[src/rtl/irq_pkg.sv]
// Shared definitions for the interrupt controller: source indices and keyboard
// typematic state encoding.
package irq_pkg;

    localparam int unsigned NUM_IRQ   = 2;
    localparam int unsigned IRQ_TIMER = 0;
    localparam int unsigned IRQ_KB    = 1;

    typedef enum logic [2:0] {
        KB_IDLE   = 3'b001,
        KB_DELAY  = 3'b010,
        KB_REPEAT = 3'b100
    } kb_state_t;

endpackage

[src/rtl/kb_repeat.sv]
// Typematic keyboard event generator: first press, initial delay, then periodic
// repeats, with the key code latched on every event.
module kb_repeat
    import irq_pkg::*;
#(
    parameter int unsigned DELAY_CYC  = 25000000,
    parameter int unsigned REPEAT_CYC = 12500000
) (
    input  logic       clk,
    input  logic       rst_n,
    input  logic [7:0] ascii,
    output logic       kb_event,
    output logic [7:0] kb_char
);

    localparam int unsigned MAX_CYC = (DELAY_CYC > REPEAT_CYC) ? DELAY_CYC : REPEAT_CYC;
    localparam int unsigned CW      = $clog2(MAX_CYC);

    kb_state_t         state, state_next;
    logic [CW-1:0]     cnt, cnt_next;

    always_ff @(posedge clk or negedge rst_n) begin
        if (!rst_n) begin
            state   <= KB_IDLE;
            cnt     <= '0;
            kb_char <= '0;
        end else begin
            state <= state_next;
            cnt   <= cnt_next;
            if (kb_event) kb_char <= ascii;
        end
    end

    always_comb begin
        state_next = state;
        cnt_next   = cnt + CW'(1);
        kb_event   = 1'b0;
        unique case (state)
            KB_IDLE: begin
                cnt_next = '0;
                if (ascii != 8'd0) begin
                    kb_event   = 1'b1;
                    state_next = KB_DELAY;
                end
            end
            KB_DELAY, KB_REPEAT: begin
                // Release beats a code change, which beats the interval timeout.
                if (ascii == 8'd0) begin
                    state_next = KB_IDLE;
                    cnt_next   = '0;
                end else if (ascii != kb_char) begin
                    kb_event   = 1'b1;
                    cnt_next   = '0;
                    state_next = KB_DELAY;
                end else if ((state == KB_DELAY  && cnt == CW'(DELAY_CYC - 1)) ||
                             (state == KB_REPEAT && cnt == CW'(REPEAT_CYC - 1))) begin
                    kb_event   = 1'b1;
                    cnt_next   = '0;
                    state_next = KB_REPEAT;
                end
            end
            default: begin
                state_next = KB_IDLE;
                cnt_next   = '0;
            end
        endcase
    end

endmodule

[src/rtl/irq_ctrl.sv]
// Interrupt controller: periodic timer plus typematic keyboard events, latched
// into pending/overrun, masked and arbitrated onto a registered one-hot request.
module irq_ctrl
    import irq_pkg::*;
#(
    parameter int unsigned TIMER_PERIOD = 50000000,
    parameter int unsigned KB_DELAY     = 25000000,
    parameter int unsigned KB_REPEAT    = 12500000
) (
    input  logic               clk,
    input  logic               rst_n,
    input  logic [7:0]         ascii,
    input  logic               irq_en,
    input  logic               mask_we,
    input  logic [NUM_IRQ-1:0] mask_wdata,
    input  logic               clr_we,
    input  logic [NUM_IRQ-1:0] clr_wdata,
    output logic [NUM_IRQ-1:0] irq_pins,
    output logic [NUM_IRQ-1:0] pending,
    output logic [NUM_IRQ-1:0] overrun,
    output logic [NUM_IRQ-1:0] mask,
    output logic [7:0]         kb_char
);

    localparam int unsigned TW = $clog2(TIMER_PERIOD);

    logic [TW-1:0]      tmr_cnt;
    logic               tick;
    logic               kb_event;
    logic [NUM_IRQ-1:0] ev, clr, req, gnt;

    assign tick = (tmr_cnt == TW'(TIMER_PERIOD - 1));

    always_ff @(posedge clk or negedge rst_n) begin
        if (!rst_n)    tmr_cnt <= '0;
        else if (tick) tmr_cnt <= '0;
        else           tmr_cnt <= tmr_cnt + TW'(1);
    end

    kb_repeat #(
        .DELAY_CYC  (KB_DELAY),
        .REPEAT_CYC (KB_REPEAT)
    ) u_kb_repeat (
        .clk      (clk),
        .rst_n    (rst_n),
        .ascii    (ascii),
        .kb_event (kb_event),
        .kb_char  (kb_char)
    );

    always_comb begin
        ev             = '0;
        ev[IRQ_TIMER]  = tick;
        ev[IRQ_KB]     = kb_event;
        clr            = clr_we ? clr_wdata : '0;
        req            = pending & mask;
        // An asserted grant holds while still requested; otherwise pick the
        // lowest set bit (timer first).
        if ((irq_pins & req) != '0) gnt = irq_pins;
        else                        gnt = req & (~req + NUM_IRQ'(1));
    end

    always_ff @(posedge clk or negedge rst_n) begin
        if (!rst_n) begin
            pending  <= '0;
            overrun  <= '0;
            mask     <= '1;
            irq_pins <= '0;
        end else begin
            pending  <= (pending & ~clr) | ev;
            overrun  <= (overrun & ~clr) | (ev & pending & ~clr);
            irq_pins <= irq_en ? gnt : '0;
            if (mask_we) mask <= mask_wdata;
        end
    end

endmodule

[config.mk]
export PLATFORM = sky130hd
export DESIGN_NAME = irq_ctrl
export DESIGN_NICKNAME = d
export VERILOG_FILES = /design/src/rtl/irq_pkg.sv /design/src/rtl/kb_repeat.sv /design/src/rtl/irq_ctrl.sv
export SDC_FILE = /design/constraint.sdc
export NUM_CORES = 1
export LEC_CHECK = 0
export BUFFER_PORTS_ARGS = -buffer_cell sky130_fd_sc_hd__buf_2
export CORE_ASPECT_RATIO = 0.6
export CORE_MARGIN = 2
export CORE_UTILIZATION = 30
export DETAILED_ROUTE_END_ITERATION = 10
export PLACE_DENSITY = 0.43
export SLEW_MARGIN = 20
export SYNTH_ARGS = -nofsm -noshare
export SYNTH_HDL_FRONTEND = slang
export SYNTH_SLANG_ARGS = --single-unit
[constraint.sdc]
create_clock -name clk -period 2.7 [get_ports clk]
set_input_delay 0.27 -clock clk [delete_from_list [all_inputs] [get_ports clk]]
set_output_delay 0.27 -clock clk [all_outputs]
set_load 0.01 [all_outputs]
; ---- Word-level counts from Yosys, hierarchy flattened
; Cells that the tools add are included.
[totals]
register_bits = 70
in_bits = 17
out_inout_bits = 16
[op_classes]
addsub = 3
eq_ne = 10
mux = 18
n_bitwise = 11
reduce_logical = 8
[ops]
columns = cell, n
row1 = 25-bit two-way mux, 4
row2 = 26-bit by 1-bit adder with 26-bit output (second input constant), 1
row3 = 26-bit equality test (second input constant), 1
row4 = 26-bit two-way mux, 1
row5 = 25-bit by 1-bit adder with 25-bit output (second input constant), 1
row6 = 25-bit by 24-bit equality test with 1-bit output (second input constant), 1
row7 = 25-bit equality test (second input constant), 1
row8 = 2-bit AND, 7
row9 = 3-bit two-way mux, 4
row10 = 8-bit logical NOT, 1
row11 = 8-bit inequality test, 1
row12 = 8-bit nonzero test, 1
row13 = 2-bit two-way mux, 3
row14 = 3-bit case mux with 2 select lines, 1
row15 = 1-bit two-way mux, 4
row16 = 4-bit by 1-bit inequality test with 1-bit output (second input constant), 1
row17 = 2-bit inverter, 2
row18 = 2-bit OR, 2
row19 = 3-bit by 1-bit equality test with 1-bit output (second input constant), 1
row20 = 3-bit by 2-bit equality test with 1-bit output (second input constant), 1
row21 = 3-bit equality test (second input constant), 1
row22 = 2-bit by 1-bit adder with 2-bit output (second input constant), 1
row23 = 1-bit logical AND, 2
row24 = 2-bit by 1-bit inequality test with 1-bit output (second input constant), 1
row25 = 6 further kinds, 6

; ---- Longest topological paths before layout
[depth]
word_depth = 10
depth_mapped = 8

; ---- Hierarchy
; Synthesis repeated with hierarchy kept, for this count alone.
[hier_totals]
cells_unflattened = 389
hier_area_um2 = 3771.1
[by_module_without_submodules]
columns = mod, n_inst, cells_per_inst, area_each_um2
row1 = kb_repeat, 1, 234, 2134.5
row2 = irq_ctrl, 1, 155, 1636.6

; ---- Least setup slack after synthesis
; OpenSTA, ideal clock, no wires.
[synth_timing]
kind = register to register
startpoint = register u_kb_repeat.state[0]
endpoint = register u_kb_repeat.kb_char[0]
arrival_time_ns = 2.105
t_required_ns = 2.575
setup_slack_ns = 0.470
stages_incl_launch_ff = 8
path_buffers = 1
synth_period_minus_slack_ns = 2.230
path_cell_list = dfstp_2 > buf_2 > nand2b_1 > nor3_1 > and4_1 > o211a_2 > a211oi_4 > mux2_4
[synth_via]
elab_chain_len = 7
[synth_rtl]
columns = element, line
row1 = start: declaration, kb_repeat.sv:19  ; kb_state_t state, state_next;
row2 = start signal: assignment, kb_repeat.sv:28  ; state <= state_next;
row3 = 3-bit by 2-bit equality test with 1-bit output / 3-bit equality test (equally long branches), "kb_repeat.sv:38, kb_repeat.sv:55, kb_repeat.sv:56"
row4 = "1-bit logical AND, on equally long branches", "kb_repeat.sv:55, kb_repeat.sv:56"
row5 = 1-bit logical OR, kb_repeat.sv:55  ; end else if ((state == KB_DELAY && cnt == CW'(DELAY_CYC - 1)) ||
row6 = 1-bit two-way mux, kb_repeat.sv:55
row7 = 1-bit two-way mux, kb_repeat.sv:51  ; end else if (ascii != kb_char) begin
row8 = 1-bit two-way mux, kb_repeat.sv:48  ; if (ascii == 8'd0) begin
row9 = 1-bit case mux with 2 select lines *, kb_repeat.sv:38  ; unique case (state)
row10 = end signal: assignment, kb_repeat.sv:30  ; if (kb_event) kb_char <= ascii;
row11 = end: declaration, kb_repeat.sv:13  ; output logic [7:0] kb_char
; Mark *: on every way between the ends. The rest lies on a longest branch, timed or not.
; A chain may end at the register's enable or synchronous reset.

; ---- Final worst setup path
; Ends and elaborated chain as after synthesis.

==> impl_metrics.env <==
export IMPL_status="finished clean"
export IMPL_synth_top_area_share_pct=48.8
export IMPL_synthTopCellsByCount="dfrtp_1 (67), nor2_1 (43), xor2_1 (39)"
export IMPL_dr_pass1_iters=4
export IMPL_slew_viol_final=0
export IMPL_drcViolationCount=0
export IMPL_synth_edf_count=0
export IMPL_final_setup_tns_ns=0
export IMPL_vias=2484
export IMPL_vdd_ir_drop_max_uv=257
export IMPL_synthCells=326
export IMPL_synthTopCellsByArea="dfrtp_1 (49%), xor2_1 (9.9%), nor2_1 (4.7%)"
export IMPL_dp_cells=507
export IMPL_synth_area_um2=3430
export IMPL_path_cells="nand2b_1 > nor3_1 > and4_1 > o211a_2 > a211oi_4 > mux2_4"
export IMPL_drtAntennaViolNets=0
export IMPL_hold_path_class="input port to asynchronous set/reset pin"
export IMPL_async_reset_ff_share_pct=100
export IMPL_slowest_delay_ns=0.63
export IMPL_grt_max_degree=38
export IMPL_slowest_stage="dfstp_2"
export IMPL_ys_seq_area_share_pct=51.1
export IMPL_syn_avg_cell_area_um2=10.5
export IMPL_reg2reg_to="u_kb_repeat.kb_char[0]$_DFFE_PN0P_"
export IMPL_fin_cells=523
export IMPL_core_um2=11200
export IMPL_finalSetupViolCount=0
export IMPL_htree_levels=3
export IMPL_ys_flop_type="dfrtp_1"
export IMPL_synth_most_common_cell="dfrtp_1"
export IMPL_viasPerCell=4.75
export IMPL_antenna_found_initial=0
export IMPL_p_total_mw=3.10
export IMPL_clock_path_buffers=2
export IMPL_tightestPinTransition_ns=0.815
export IMPL_yosysTopAreaCell="dfrtp_1"
export IMPL_required_ns=2.91
export IMPL_worstSetupPathType="flop to flop"
export IMPL_clk_pin_slew_ns=0.06
export IMPL_areaGrowthSynthToFinish_pct=21.5
export IMPL_io_buffer_count=32
export IMPL_fin_nets=393
export IMPL_r2r_slack_ns=0.33
export IMPL_pin_count=33
export IMPL_die_y_um=86.9
export IMPL_yosys_warnings=0
export IMPL_timing_fmax_mhz=423
export IMPL_power_density_nw_per_um2=744
export IMPL_rows=30
export IMPL_grt_pass1_wl_mm=12.6
export IMPL_fin_crit_ns=2.37
export IMPL_cts_sinks=70
export IMPL_start_kind="flop"
export IMPL_synth_cell_types=42
export IMPL_wl_mm=7.44
export IMPL_reg2regPathDepth=6
export IMPL_clockRootBuffer="clkbuf_16"
export IMPL_grt_usage_pct=13.1
export IMPL_utilization_pct=37.2
export IMPL_rr_startpoint="u_kb_repeat.state[0]$_DFFE_PN1P_"
export IMPL_drtIter0Drc=125
export IMPL_maxSlewHeadroom_pct=45.6
export IMPL_cap_viol_max_count=0
export IMPL_leakage_nw=1.79
export IMPL_start_util_pct=30.6
export IMPL_fin_skew_ns=0.00433
export IMPL_worstPathArrival_ns=2.58
export IMPL_worstPathMaxFanout=10
export IMPL_post_drt_wl_per_cell_um=14.2
export IMPL_dieArea_um2=12300
export IMPL_finalHoldViolations=0
export IMPL_n_antenna_cell=0
export IMPL_cts_buffers=9
export IMPL_grt_pass1_vias=2372
export IMPL_final_layout_size_suffix_gt1_share_pct=20.1
export IMPL_min_period_over_period_pct=87.6
export IMPL_cts_resized=0
export IMPL_hold_slack_ns=0.0338
export IMPL_rsz0062_at_grt="no"
export IMPL_hold_buffers=0
export IMPL_gp_congestion=0.735
export IMPL_synth_seq_cells=70
export IMPL_clkLatencyLatePin_ns=0.32
export IMPL_gr_total_overflow=0
export IMPL_cts_tree="done"
export IMPL_cts_setup_buffers=0
export IMPL_dp_hpwl_mm=5.26
export IMPL_critPathCaptureType="flop"
export IMPL_synth_fp_nets=345
export IMPL_die_x_um=142
## layout make-up
cell class,count,area [um2]
clock buffer,12,246
sequential,70,1760
tap,144,180
fill,1110,7050
timing repair buffer,42,260
inverter,3,11.3
multi-input combinational,248,1650
clock inverter,4,70.1
## cells in the final DEF, fill, tap and decap left out, types with 3 or more instances in the layout
cell        n
and3_1      7
nand4_1    10
o21ai_0     9
nor2_1     43
mux2_4      8
dfstp_2     3
nand2b_1    4
nand3_1    22
nor4_1      8
a21oi_1     5
buf_4       8
and4_1      5
dfrtp_1    67
xnor2_1    13
inv_1       3
xor2_1     39
nor4b_1     7
nand2_1    26
nor2b_1     3
nor3_1     10
clkbuf_16   9
buf_2      32
## cells by family (layout without fill, tap and decap cells)
group | Yosys count | count (layout) | synth area share [%]
AOI/OAI and AO/OA | 24 | 24 | 5.17
xor gates and xnor gates | 52 | 52 | 13.3
adders and majority gates | 2 | 2 | 0.728
buffers and inverters | 8 | 61 | 0.984
DFF | 70 | 70 | 51.1
muxes | 10 | 10 | 4.15
and+or+nand+nor | 160 | 160 | 24.6
## power breakdown
group	internal (mW)	switching (mW)	total, mW	leakage, nW
clock network	0.831	0.426	1.26	0.157
logic	0.317	0.255	0.571	0.708
registers	1.16	0.117	1.27	0.926
## flip-flops by register name (all words and copies together), names as in the netlist
name / count
u_kb_repeat.state: 3
u_kb_repeat.cnt: 25
u_kb_repeat.kb_char: 8
tmr_cnt: 26
overrun: 2
pending: 2
mask: 2
irq_pins: 2
## worst max path at each step
stage	startpoint	end	slack [ns]	depth (start not counted)
final	u_kb_repeat.state[0]$_DFFE_PN1P_	u_kb_repeat.kb_char[0]$_DFFE_PN0P_	0.33	6
after global routing	u_kb_repeat.cnt[9]$_DFF_PN0_	u_kb_repeat.state[2]$_DFFE_PN0P_	0.15	6
after CTS	u_kb_repeat.state[0]$_DFFE_PN1P_	u_kb_repeat.kb_char[3]$_DFFE_PN0P_	0.32	6
after detailed placement	ascii[6]	u_kb_repeat.kb_char[3]$_DFFE_PN0P_	0.23	7
after global placement	ascii[6]	u_kb_repeat.kb_char[4]$_DFFE_PN0P_	0.24	7
after floorplan	u_kb_repeat.state[0]$_DFFE_PN1P_	u_kb_repeat.kb_char[0]$_DFFE_PN0P_	0.47	7
## per-stage QoR
stage / worst slack (ns) / instance area [um2]
after floorplan: 0.470 / 3430
after global placement: 0.245 / 3860
after detailed placement: 0.226 / 3860
after CTS: 0.323 / 4170
after global routing: 0.145 / 4170
final: 0.334 / 4170
## worst max-delay path, delay by kind of cell, from the launching register on
family             cells  cell delay, ns
AOI/OAI and AO/OA      2            0.83
DFF                    1            0.63
muxes                  1            0.35
and+or+nand+nor        3            0.43
## per-layer routing
layer | routed length (um) | share of wire, % | global-route usage, %
met1 | 4430 | 60 | 20.3
met2 | 2620 | 35 | 16.6
met3 | 319 | 4.3 | 4.29
met4 | 69 | 0.93 | 4.09
met5 | 0 | 0 | 0
No activity file was read; power rests on OpenSTA's default activity.
